### config.mk
export PLATFORM = sky130hd
export DESIGN_NAME = dcache_port_arbiter
export DESIGN_NICKNAME = d
export VERILOG_FILES = /design/src/rtl/dcache_arb_pkg.sv /design/src/rtl/dcache_arb_idx_fifo.sv /design/src/rtl/dcache_port_arbiter.sv
export SDC_FILE = /design/constraint.sdc
export NUM_CORES = 1
export LEC_CHECK = 0
export BUFFER_PORTS_ARGS = -buffer_cell sky130_fd_sc_hd__buf_2
export CAP_MARGIN = 40
export CORE_AREA = 4 4 137 139
export CTS_CLUSTER_DIAMETER = 40
export DETAILED_ROUTE_END_ITERATION = 6
export DIE_AREA = 0 0 141 143
export HOLD_SLACK_MARGIN = 0.05
export PLACE_DENSITY_LB_ADDON = 0.15
export SLEW_MARGIN = 30
export SYNTH_ARGS = -nofsm -noshare
export SYNTH_HDL_FRONTEND = slang
export SYNTH_SLANG_ARGS = --single-unit
### constraint.sdc
create_clock -name clk_i -period 6.4 [get_ports clk_i]
set_clock_uncertainty 0.1 [all_clocks]
set_input_delay 0.32 -clock clk_i [delete_from_list [all_inputs] [get_ports clk_i]]
set_output_delay 0.32 -clock clk_i [all_outputs]
set_load 0.05 [all_outputs]
### src/rtl/dcache_arb_pkg.sv
// rtl/dcache_arb_pkg.sv - port indices, default widths and request type for the dcache port arbiter
package dcache_arb_pkg;

  localparam int ARB_NR_PORTS        = 3;
  localparam int ARB_ADDR_W          = 32;
  localparam int ARB_DATA_W          = 32;
  localparam int ARB_MAX_OUTSTANDING = 2;
  localparam int IDX_W               = $clog2(ARB_NR_PORTS);

  localparam logic [IDX_W-1:0] PORT_PTW   = IDX_W'(0);
  localparam logic [IDX_W-1:0] PORT_LOAD  = IDX_W'(1);
  localparam logic [IDX_W-1:0] PORT_STORE = IDX_W'(2);

  typedef struct packed {
    logic [ARB_ADDR_W-1:0]   addr;
    logic                    we;
    logic [ARB_DATA_W-1:0]   wdata;
    logic [ARB_DATA_W/8-1:0] be;
    logic                    lock;
  } dcache_req_t;

endpackage

### src/rtl/dcache_arb_idx_fifo.sv
// rtl/dcache_arb_idx_fifo.sv - in-order FIFO of granted port indices with fall-through head
module dcache_arb_idx_fifo #(
  parameter int DEPTH = 2,
  parameter int WIDTH = 2
) (
  input  logic             clk_i,
  input  logic             rst_ni,
  input  logic             push_i,
  input  logic [WIDTH-1:0] data_i,
  input  logic             pop_i,
  output logic [WIDTH-1:0] head_o,
  output logic             full_o,
  output logic             empty_o
);

  localparam int PTR_W = (DEPTH > 1) ? $clog2(DEPTH) : 1;
  localparam int CNT_W = $clog2(DEPTH + 1);

  logic [WIDTH-1:0] mem_q [DEPTH];
  logic [PTR_W-1:0] wr_ptr;
  logic [PTR_W-1:0] rd_ptr;
  logic [CNT_W-1:0] count;
  logic             do_push;
  logic             do_pop;

  function automatic logic [PTR_W-1:0] ptr_inc(input logic [PTR_W-1:0] p);
    return (p == PTR_W'(DEPTH - 1)) ? '0 : p + 1'b1;
  endfunction

  assign full_o  = (count == CNT_W'(DEPTH));
  assign empty_o = (count == '0);
  assign head_o  = mem_q[rd_ptr];
  assign do_push = push_i & ~full_o;
  assign do_pop  = pop_i & ~empty_o;

  // Storage carries no reset; only the pointers and count define validity.
  always_ff @(posedge clk_i) begin
    if (do_push) begin
      mem_q[wr_ptr] <= data_i;
    end
  end

  always_ff @(posedge clk_i or negedge rst_ni) begin
    if (!rst_ni) begin
      wr_ptr <= '0;
      rd_ptr <= '0;
      count  <= '0;
    end else begin
      if (do_push) begin
        wr_ptr <= ptr_inc(wr_ptr);
      end
      if (do_pop) begin
        rd_ptr <= ptr_inc(rd_ptr);
      end
      case ({do_push, do_pop})
        2'b10:   count <= count + 1'b1;
        2'b01:   count <= count - 1'b1;
        default: count <= count;
      endcase
    end
  end

endmodule

### src/rtl/dcache_port_arbiter.sv
// rtl/dcache_port_arbiter.sv - round-robin arbiter with atomic lock sharing one dcache port among PTW, load and store
module dcache_port_arbiter
  import dcache_arb_pkg::*;
#(
  parameter int NR_PORTS        = ARB_NR_PORTS,
  parameter int ADDR_WIDTH      = ARB_ADDR_W,
  parameter int DATA_WIDTH      = ARB_DATA_W,
  parameter int MAX_OUTSTANDING = ARB_MAX_OUTSTANDING
) (
  input  logic                           clk_i,
  input  logic                           rst_ni,
  input  logic [NR_PORTS-1:0]            req_valid_i,
  output logic [NR_PORTS-1:0]            req_ready_o,
  input  logic [NR_PORTS*ADDR_WIDTH-1:0] req_addr_i,
  input  logic [NR_PORTS-1:0]            req_we_i,
  input  logic [NR_PORTS*DATA_WIDTH-1:0] req_wdata_i,
  input  logic [NR_PORTS*DATA_WIDTH/8-1:0] req_be_i,
  input  logic [NR_PORTS-1:0]            req_lock_i,
  output logic [NR_PORTS-1:0]            rsp_valid_o,
  output logic [DATA_WIDTH-1:0]          rsp_rdata_o,
  output logic                           mem_req_valid_o,
  input  logic                           mem_req_ready_i,
  output logic [ADDR_WIDTH-1:0]          mem_addr_o,
  output logic                           mem_we_o,
  output logic [DATA_WIDTH-1:0]          mem_wdata_o,
  output logic [DATA_WIDTH/8-1:0]        mem_be_o,
  input  logic                           mem_rsp_valid_i,
  input  logic [DATA_WIDTH-1:0]          mem_rdata_i
);

  localparam int BE_W = DATA_WIDTH / 8;

  dcache_req_t      reqs [NR_PORTS];
  dcache_req_t      sel;
  logic [IDX_W-1:0] rr_ptr;
  logic             hold_q;
  logic [IDX_W-1:0] hold_idx;
  logic             lock_q;
  logic [IDX_W-1:0] lock_idx;
  logic             grant_valid;
  logic [IDX_W-1:0] grant_idx;
  logic             accept;
  logic             rsp_pop;
  logic             fifo_full;
  logic             fifo_empty;
  logic [IDX_W-1:0] fifo_head;
  int unsigned      cand;

  for (genvar p = 0; p < NR_PORTS; p++) begin : g_unpack
    assign reqs[p] = {req_addr_i[p*ADDR_WIDTH +: ADDR_WIDTH], req_we_i[p],
                      req_wdata_i[p*DATA_WIDTH +: DATA_WIDTH], req_be_i[p*BE_W +: BE_W],
                      req_lock_i[p]};
  end

  // A stalled grant is pinned first so the payload cannot change before accept.
  always_comb begin
    grant_valid = 1'b0;
    grant_idx   = PORT_PTW;
    cand        = 0;
    if (hold_q) begin
      grant_valid = 1'b1;
      grant_idx   = hold_idx;
    end else if (lock_q) begin
      grant_valid = req_valid_i[lock_idx];
      grant_idx   = lock_idx;
    end else begin
      for (int i = 0; i < NR_PORTS; i++) begin
        cand = (int'(rr_ptr) + i) % NR_PORTS;
        if (!grant_valid && req_valid_i[cand]) begin
          grant_valid = 1'b1;
          grant_idx   = IDX_W'(cand);
        end
      end
    end
  end

  assign sel             = reqs[grant_idx];
  assign mem_addr_o      = sel.addr;
  assign mem_we_o        = sel.we;
  assign mem_wdata_o     = sel.wdata;
  assign mem_be_o        = sel.be;
  assign mem_req_valid_o = grant_valid & ~fifo_full;
  assign accept          = mem_req_valid_o & mem_req_ready_i;
  assign rsp_pop         = mem_rsp_valid_i & ~fifo_empty;
  assign rsp_rdata_o     = mem_rdata_i;

  always_comb begin
    req_ready_o = '0;
    if (accept) begin
      req_ready_o[grant_idx] = 1'b1;
    end
  end

  always_comb begin
    rsp_valid_o = '0;
    if (rsp_pop) begin
      rsp_valid_o[fifo_head] = 1'b1;
    end
  end

  always_ff @(posedge clk_i or negedge rst_ni) begin
    if (!rst_ni) begin
      rr_ptr   <= PORT_PTW;
      hold_q   <= 1'b0;
      hold_idx <= PORT_PTW;
      lock_q   <= 1'b0;
      lock_idx <= PORT_PTW;
    end else if (accept) begin
      hold_q   <= 1'b0;
      rr_ptr   <= (grant_idx == IDX_W'(NR_PORTS - 1)) ? '0 : grant_idx + 1'b1;
      lock_q   <= sel.lock;
      lock_idx <= grant_idx;
    end else if (mem_req_valid_o) begin
      hold_q   <= 1'b1;
      hold_idx <= grant_idx;
    end
  end

  dcache_arb_idx_fifo #(
    .DEPTH(MAX_OUTSTANDING),
    .WIDTH(IDX_W)
  ) u_idx_fifo (
    .clk_i  (clk_i),
    .rst_ni (rst_ni),
    .push_i (accept),
    .data_i (grant_idx),
    .pop_i  (rsp_pop),
    .head_o (fifo_head),
    .full_o (fifo_full),
    .empty_o(fifo_empty)
  );

  // A response with nothing outstanding is dropped; flag it in simulation.
  always @(posedge clk_i) begin
    if (rst_ni) begin
      assert (!(mem_rsp_valid_i && fifo_empty))
        else $warning("dcache response with no outstanding request dropped");
    end
  end

endmodule
==> results of run 1 <==
worst max-delay path by stage:
stage | slack (ns) | from | end
2_1_floorplan | 3.26 | rr_ptr[0] | req_ready_o[2]
3_3_place_gp | 2.73 | rr_ptr[1] | mem_wdata_o[2]
3_5_place_dp | 2.69 | rr_ptr[1] | mem_wdata_o[2]
4_1_cts | 2.41 | rr_ptr[1] | mem_wdata_o[2]
5_1_grt | 2.22 | rr_ptr[1] | mem_wdata_o[8]
6_report | 2.41 | rr_ptr[1] | mem_wdata_o[2]
flip-flops by register name (all words and copies together) (netlist names):
register,flops
rr_ptr,2
lock_q,1
u_idx_fifo.wr_ptr,1
hold_q,1
hold_idx,2
u_idx_fifo.mem_q,4
lock_idx,2
u_idx_fifo.rd_ptr,1
u_idx_fifo.count,2
area by class of cell:
| cell class | count | area, sq um | area share, % |
|---|---|---|---|
| Clock inverter | 1 | 3.754 | 0.09017 |
| Sequential cell | 16 | 420.4 | 10.10 |
| Tap cell | 229 | 286.5 | 6.883 |
| Clock buffer | 3 | 75.07 | 1.803 |
| Timing Repair Buffer | 299 | 1529 | 36.73 |
| Inverter | 10 | 37.54 | 0.9017 |
| Multi-Input combinational cell | 212 | 1810 | 43.49 |
Yosys cell counts, types with 2 or more instances:
cell type / number / area [sq um]
sky130_fd_sc_hd__edfxtp_1: 4 / 120.1
sky130_fd_sc_hd__a211oi_1: 2 / 15.01
sky130_fd_sc_hd__o21ai_1: 4 / 20.02
sky130_fd_sc_hd__or2_1: 2 / 12.51
sky130_fd_sc_hd__ha_1: 3 / 37.54
sky130_fd_sc_hd__inv_1: 8 / 30.03
sky130_fd_sc_hd__nand2_1: 10 / 37.54
sky130_fd_sc_hd__nor2b_1: 6 / 37.54
sky130_fd_sc_hd__o2bb2ai_1: 69 / 604.3
sky130_fd_sc_hd__clkbuf_1: 9 / 33.78
sky130_fd_sc_hd__buf_4: 108 / 810.8
sky130_fd_sc_hd__xnor2_1: 4 / 35.03
sky130_fd_sc_hd__buf_2: 2 / 10.01
sky130_fd_sc_hd__mux2i_1: 70 / 700.7
sky130_fd_sc_hd__nor2_1: 10 / 37.54
sky130_fd_sc_hd__nor3_1: 3 / 15.01
sky130_fd_sc_hd__inv_2: 2 / 7.510
sky130_fd_sc_hd__dfrtp_1: 12 / 300.3
sky130_fd_sc_hd__a21oi_1: 5 / 25.02
sky130_fd_sc_hd__buf_12: 6 / 120.1
sky130_fd_sc_hd__mux2_2: 3 / 33.78
sky130_fd_sc_hd__o21ai_0: 3 / 15.01
metrics by stage:
| stage | instance area [sq um] | std cells | utilization [%] | setup slack (ns) |
|---|---|---|---|---|
| 5_1_grt | 4163 | 770 | 23.58 | 2.222 |
| 2_1_floorplan | 3257 | 365 | - | 3.261 |
| 6_report | 4163 | 770 | 23.58 | 2.410 |
| 4_1_cts | 4143 | 769 | 23.46 | 2.414 |
| 3_3_place_gp | 4054 | 764 | 22.96 | 2.728 |
| 3_5_place_dp | 4054 | 764 | 22.96 | 2.690 |
worst reg2reg max path: stages, from the launching register on:
cell and delay [ns]:
sky130_fd_sc_hd__dfrtp_1 0.39, sky130_fd_sc_hd__inv_1 0.06, sky130_fd_sc_hd__ha_1 0.26, sky130_fd_sc_hd__inv_2 0.07, sky130_fd_sc_hd__a311o_1 0.35, sky130_fd_sc_hd__o31ai_4 0.24
sky130_fd_sc_hd__buf_4 0.50, sky130_fd_sc_hd__buf_4 0.68, sky130_fd_sc_hd__mux2i_1 0.29, sky130_fd_sc_hd__or2_1 0.25, sky130_fd_sc_hd__a21oi_1 0.12
logic make-up after synthesis:
logic type	count (synthesis)	synth area share [%]
buffers and inverters	137	31.89
AOI/OAI and AO/OA	93	24.05
muxes	74	22.90
and+or+nand+nor	36	5.456
DFF	16	12.91
xor gates and xnor gates	5	1.345
adders and majority gates	4	1.460
metal layers:
metal | global-route usage [%] | wire, microns
met3 | 3.081 | 1060
met2 | 19.35 | 6274
met5 | 0 | 0
met1 | 13.05 | 4826
met4 | 1.938 | 68
cells in the final DEF, fill, tap and decap left out, types with 2 or more instances in the layout:
cell / count
sky130_fd_sc_hd__a211oi_1: 2
sky130_fd_sc_hd__a21oi_1: 4
sky130_fd_sc_hd__buf_2: 292
sky130_fd_sc_hd__buf_4: 5
sky130_fd_sc_hd__clkbuf_16: 3
sky130_fd_sc_hd__dfrtp_1: 12
sky130_fd_sc_hd__edfxtp_1: 4
sky130_fd_sc_hd__ha_1: 3
sky130_fd_sc_hd__inv_1: 8
sky130_fd_sc_hd__inv_2: 2
sky130_fd_sc_hd__mux2_2: 3
sky130_fd_sc_hd__mux2i_1: 70
sky130_fd_sc_hd__nand2_1: 10
sky130_fd_sc_hd__nor2_1: 10
sky130_fd_sc_hd__nor2b_1: 6
sky130_fd_sc_hd__nor3_1: 3
sky130_fd_sc_hd__o21ai_0: 3
sky130_fd_sc_hd__o21ai_1: 4
sky130_fd_sc_hd__o2bb2ai_1: 69
sky130_fd_sc_hd__or2_1: 2
sky130_fd_sc_hd__xnor2_1: 4
what timing repair did:
item,4_1_cts,5_1_grt
endpoints found under the hold margin,12,0
hold buffers,1,0
setup endpoints to repair,0,0
==> results by group, run 1 <==
Die
  • Horizontal extent of the die: 141 microns
  • Die area: 20160 sq um
  • Area of the placeable core: 17660 sq um
  • Die span in y: 143 microns
  • Row count: 49
  • Number of placed I/O pins: 357
  • Starting Density: 18.45%

Logic synthesis
  • Cell area after technology mapping: 3257 sq um
  • Seq/Total Area, Yosys: between 10% and 20%
  • Syn Inst Count: approximately 370
  • Number of synthesized flops with an enable pin: 4
  • Async set or reset register ratio after synthesis: 75.00%
  • Leading register cell type out of synthesis: sky130_fd_sc_hd__dfrtp_1
  • Synthesized area divided by synthesized cell count: around 8.9 sq um
  • Synth warn: 0
  • Net count after synthesis: just over 600
  • Count of cell types in the netlist: 42
  • Synth Register Bits: 16

CTS
  • # clock sinks: 16
  • CTS clk-pin slew, worst paths: around 0.050 ns
  • Number of buffers added for setup after CTS: 0
  • CTS tree: done
  • Insertion delay to the later sink of the worst-skew pair: 0.25 ns
  • CTS resizes: 0
  • Bufs on Longest Clock Path: 2
  • Cell at the root of the clock tree: sky130_fd_sc_hd__clkbuf_16
  • Number of buffers inserted during clock tree synthesis: 3
  • # H-tree levels: 1

Hold path
  • Worst hold-check path type: in -> reg
  • Worst Hold Path Cells: 3
  • WHS Endpoint: lock_q
  • Startpoint of the most critical hold path: req_lock_i[1]

STA
  • Setup TNS: 0 ns
  • Final worst-path cycle share: 62.34%
  • Max-Slew Margin vs Limit: 51.24%
  • Highest Clock Rate: 0.2507 GHz
  • Slew at the pin closest to its max-slew limit: 0.7315 ns
  • Count of endpoints failing hold in the final timing report: 0
  • RSZ-0062 raised after global routing: false
  • Final number of setup-violating endpoints: 0
  • Final Max Tran Viols: 0
  • Worst hold slack: 0.2809 ns
  • Clock period minus worst slack: roughly 4 ns

Setup path
  • Slack of the worst reg-to-reg path: 3.02 ns
  • Crit path largest cell delay: 0.67 ns
  • Depth of the worst register-to-register path: 10
  • Endpoint type of the worst setup path: output pin
  • Number of buffer and inverter stages on the critical path: 5
  • Startpoint of the most critical register-to-register path: rr_ptr[1]
  • Critical path data arrival time: approximately 3.6 ns
  • Logic depth of the worst path, buffers included: 10
  • Maximum fanout along the worst path: 43
  • Most frequent cell on the critical path: sky130_fd_sc_hd__buf_4
  • Largest delay share family, worst path: buffers and inverters
  • Worst setup path class: reg -> out
  • Endpoint of the lowest-slack register-to-register path: lock_q
  • Crit-path slowest cell: sky130_fd_sc_hd__buf_4
  • CP Cell Sequence: inv_1 -> ha_1 -> inv_2 -> a311o_1 -> o31ai_4 -> buf_4 -> buf_4 -> mux2i_1 -> o2bb2ai_1 -> buf_2
  • Data required time at the worst endpoint: 5.98 ns
  • Nature of the critical path startpoint: flip-flop

Route
  • Antenna-violating nets left: 0
  • DRT Pass-1 Iters: 4
  • First DRT Iteration DRCs: 88
  • Detailed Route WL: 12.23 mm
  • Number of vias per cell after detailed routing: 4.204
  • DRC violations left: 0
  • WL per Instance: 15.88 microns
  • Number of vias in the routed layout: 3237

Job
  • Max Cap Violations: 0

Global routing
  • Remaining global-route overflow: 0
  • Wire length of the first global-routing pass: 17.66 mm
  • Number of antenna violations at the first check in global routing: 0
  • Vias in the first global route: around 3400
  • Aggregate global-route resource usage: 10.81%
  • Largest net degree at the start of global routing: 78

Finish
  • Antenna diode instance count: 0
  • Area growth from synthesis to layout: 27.81%
  • Number of fill cells in the layout: 1991
  • Net total in the final layout: around 790
  • Layout cells sized above 1: 57.49%

Status
  • Run status: finished clean

Placed design
  • Number of port buffers: a little under 300
  • Sum of net half-perimeters after detailed placement: 10.04 mm
  • GPL Wtd Cong: a little under 0.8
Power of run 1 is not shown: default switching activity piles up to over one toggle a cycle in this logic, so the estimate is an artifact.
==> inputs of run 2 (changes only) <==
- clock period: 6.4 -> 3.45 ns (I/O delays scaled with it)
==> results by group, run 2 (synthesized netlist as in run 1, its figures left out) <==
Die
  • Horizontal extent of the die: 141 microns (unchanged)
  • Starting Density: 18.45% (unchanged)
  • Die area: 20160 sq um (unchanged)
  • Number of placed I/O pins: 357 (unchanged)
  • Die span in y: 143 microns (unchanged)
  • Area of the placeable core: 17660 sq um (unchanged)
  • Row count: 49 (unchanged)

Setup path
  • Worst setup path class: reg -> out (unchanged)
  • End of the critical path: mem_wdata_o[2] (unchanged)
  • Endpoint of the lowest-slack register-to-register path: rr_ptr[1] (was lock_q)
  • Data required time at the worst endpoint: 3.18 ns (was 5.98 ns)
  • Worst setup startpoint: rr_ptr[1] (unchanged)
  • Critical path data arrival time: 2.74 ns (was 3.57 ns)
  • Startpoint of the most critical register-to-register path: rr_ptr[0] (was rr_ptr[1])
  • Depth of the worst register-to-register path: 8 (was 10)
  • Nature of the critical path startpoint: flip-flop (unchanged)
  • Slack of the worst reg-to-reg path: 1.04 ns (was 3.02 ns)
  • Maximum fanout along the worst path: 47 (was 43)
  • Endpoint type of the worst setup path: output pin (unchanged)

CTS
  • Number of buffers inserted during clock tree synthesis: 3 (unchanged)
  • Insertion delay to the later sink of the worst-skew pair: 0.24 ns (was 0.25 ns)
  • Number of buffers added for setup after CTS: 0 (unchanged)
  • Cell at the root of the clock tree: sky130_fd_sc_hd__clkbuf_16 (unchanged)
  • # H-tree levels: 1 (unchanged)
  • CTS resizes: 0 (unchanged)
  • Bufs on Longest Clock Path: 2 (unchanged)
  • CTS tree: done (unchanged)
  • Post-cts hold buffer count: 1 (unchanged)
  • CTS clk-pin slew, worst paths: 0.05 ns (about the same)
  • # clock sinks: 16 (unchanged)

Route
  • WL per Instance: 15.54 microns (was 15.88 microns)
  • Detailed Route WL: 12.01 mm (was 12.23 mm)
  • DRT Pass-1 Iters: 4 (unchanged)
  • Antenna-violating nets left: 0 (unchanged)
  • Number of vias in the routed layout: 3227 (was 3237)
  • First DRT Iteration DRCs: 111 (was 88)
  • Number of vias per cell after detailed routing: 4.175 (was 4.204)
  • DRC violations left: 0 (unchanged)

STA
  • Final number of setup-violating endpoints: 0 (unchanged)
  • Highest Clock Rate: 0.3317 GHz
  • RSZ-0062 raised after global routing: false (unchanged)
  • Count of endpoints failing hold in the final timing report: 0 (unchanged)
  • Final Max Tran Viols: 0 (unchanged)
  • Clock period minus worst slack: 3.014 ns
  • Max-Slew Margin vs Limit: 59.95% (was 51.24%)
  • Setup TNS: 0 ns (unchanged)
  • Final worst-path cycle share: 87.37%
  • Slew at the pin closest to its max-slew limit: 0.5944 ns (was 0.7315 ns)

Placed design
  • GPL Wtd Cong: 0.8205 (was 0.7943)
  • Sum of net half-perimeters after detailed placement: 10.31 mm (was 10.04 mm)
  • Number of port buffers: 292 (unchanged)

Finish
  • Number of fill cells in the layout: 1970 (was 1991)
  • Area growth from synthesis to layout: 29.12% (was 27.81%)
  • Commonest non-fill, non-tap cell in the layout: sky130_fd_sc_hd__buf_2 (unchanged)
  • Core utilization of the finished layout: 23.82% (was 23.58%)
  • Layout cells sized above 1: 57.64% (was 57.49%)
  • Total area of multi-input combinational cells: 1810 sq um (unchanged)
  • Register area: 420.4 sq um (unchanged)
  • Net total in the final layout: 796 (was 794)
  • Most used cells in the layout excluding fill and tap cells: sky130_fd_sc_hd__buf_2 (292), sky130_fd_sc_hd__mux2i_1 (70), sky130_fd_sc_hd__o2bb2ai_1 (69), sky130_fd_sc_hd__dfrtp_1 (12) (unchanged)
  • Number of flip-flops under the largest register name: 4 (unchanged)
  • Register with the highest flop count: u_idx_fifo.mem_q (unchanged)

Global routing
  • Grt met2 use: 19.35% (unchanged)
  • Vias in the first global route: 3371 (was 3436)
  • Aggregate global-route resource usage: 10.63% (was 10.81%)
  • Number of antenna violations at the first check in global routing: 1 (was 0)
  • Met3 track demand over resource: 3.014% (was 3.081%)
  • Met1 global-route usage: 12.51% (was 13.05%)
  • Wire length of the first global-routing pass: 17.48 mm (was 17.66 mm)
  • Remaining global-route overflow: 0 (unchanged)
  • Largest net degree at the start of global routing: 48 (was 78)
  • Grt peak-use layer: met2 (unchanged)

Job
  • Max Cap Violations: 0 (unchanged)

Hold path
  • Worst Hold Path Cells: 3 (unchanged)
  • Worst hold-check path type: in -> reg (unchanged)

Status
  • Run status: finished clean (unchanged)
==> run 2: worst max-delay path, stage by stage (launching register included) <==
cell                        delay (ns)
sky130_fd_sc_hd__dfrtp_1          0.39
sky130_fd_sc_hd__inv_1            0.06
sky130_fd_sc_hd__ha_1             0.26
sky130_fd_sc_hd__inv_2            0.07
sky130_fd_sc_hd__a311o_1          0.35
sky130_fd_sc_hd__o31ai_4          0.38
sky130_fd_sc_hd__and2_2           0.25
sky130_fd_sc_hd__buf_12           0.22
sky130_fd_sc_hd__o2bb2ai_1        0.19
sky130_fd_sc_hd__buf_2            0.31
==> run 2: final cells by class <==
| class | count | share of cell area [%] |
|---|---|---|
| clock buffer | 3 | 1.785 |
| timing repair buffer | 301 | 37.31 |
| tap | 229 | 6.813 |
| antenna | 1 | 0.05951 |
| inverter | 10 | 0.8926 |
| clock inverter | 1 | 0.08926 |
| sequential | 16 | 9.997 |
| multi-input combinational | 212 | 43.05 |
==> run 2: per-layer routing <==
layer / vias up / share of wire [%]
met2: 181 / 53
met3: 10 / 8.3
met5: - / 0
met4: 0 / 1.2
met1: 1435 / 38
li1: 1601 / -
==> run 2: worst min path at each step <==
stage / from / end
2_1_floorplan: rst_ni / hold_idx[0]
3_3_place_gp: rst_ni / u_idx_fifo.count[1]
3_5_place_dp: rst_ni / u_idx_fifo.rd_ptr
4_1_cts: mem_req_ready_i / hold_idx[1]
5_1_grt: mem_req_ready_i / hold_idx[1]
6_report: mem_req_ready_i / hold_idx[1]
==> run 2: metrics by stage <==
step           hold slack (ns)  instance area [sq um]  setup slack, ns  std cells
2_1_floorplan          -0.2231                   3257           0.4583        365
3_3_place_gp          -0.02331                   4114           0.6827        767
3_5_place_dp          -0.02758                   4114           0.6722        767
4_1_cts                 0.1457                   4203           0.3958        772
5_1_grt                 0.1817                   4205           0.2598        773
6_report                0.1541                   4205           0.4357        773
Power of run 2 is left out for the same reason.
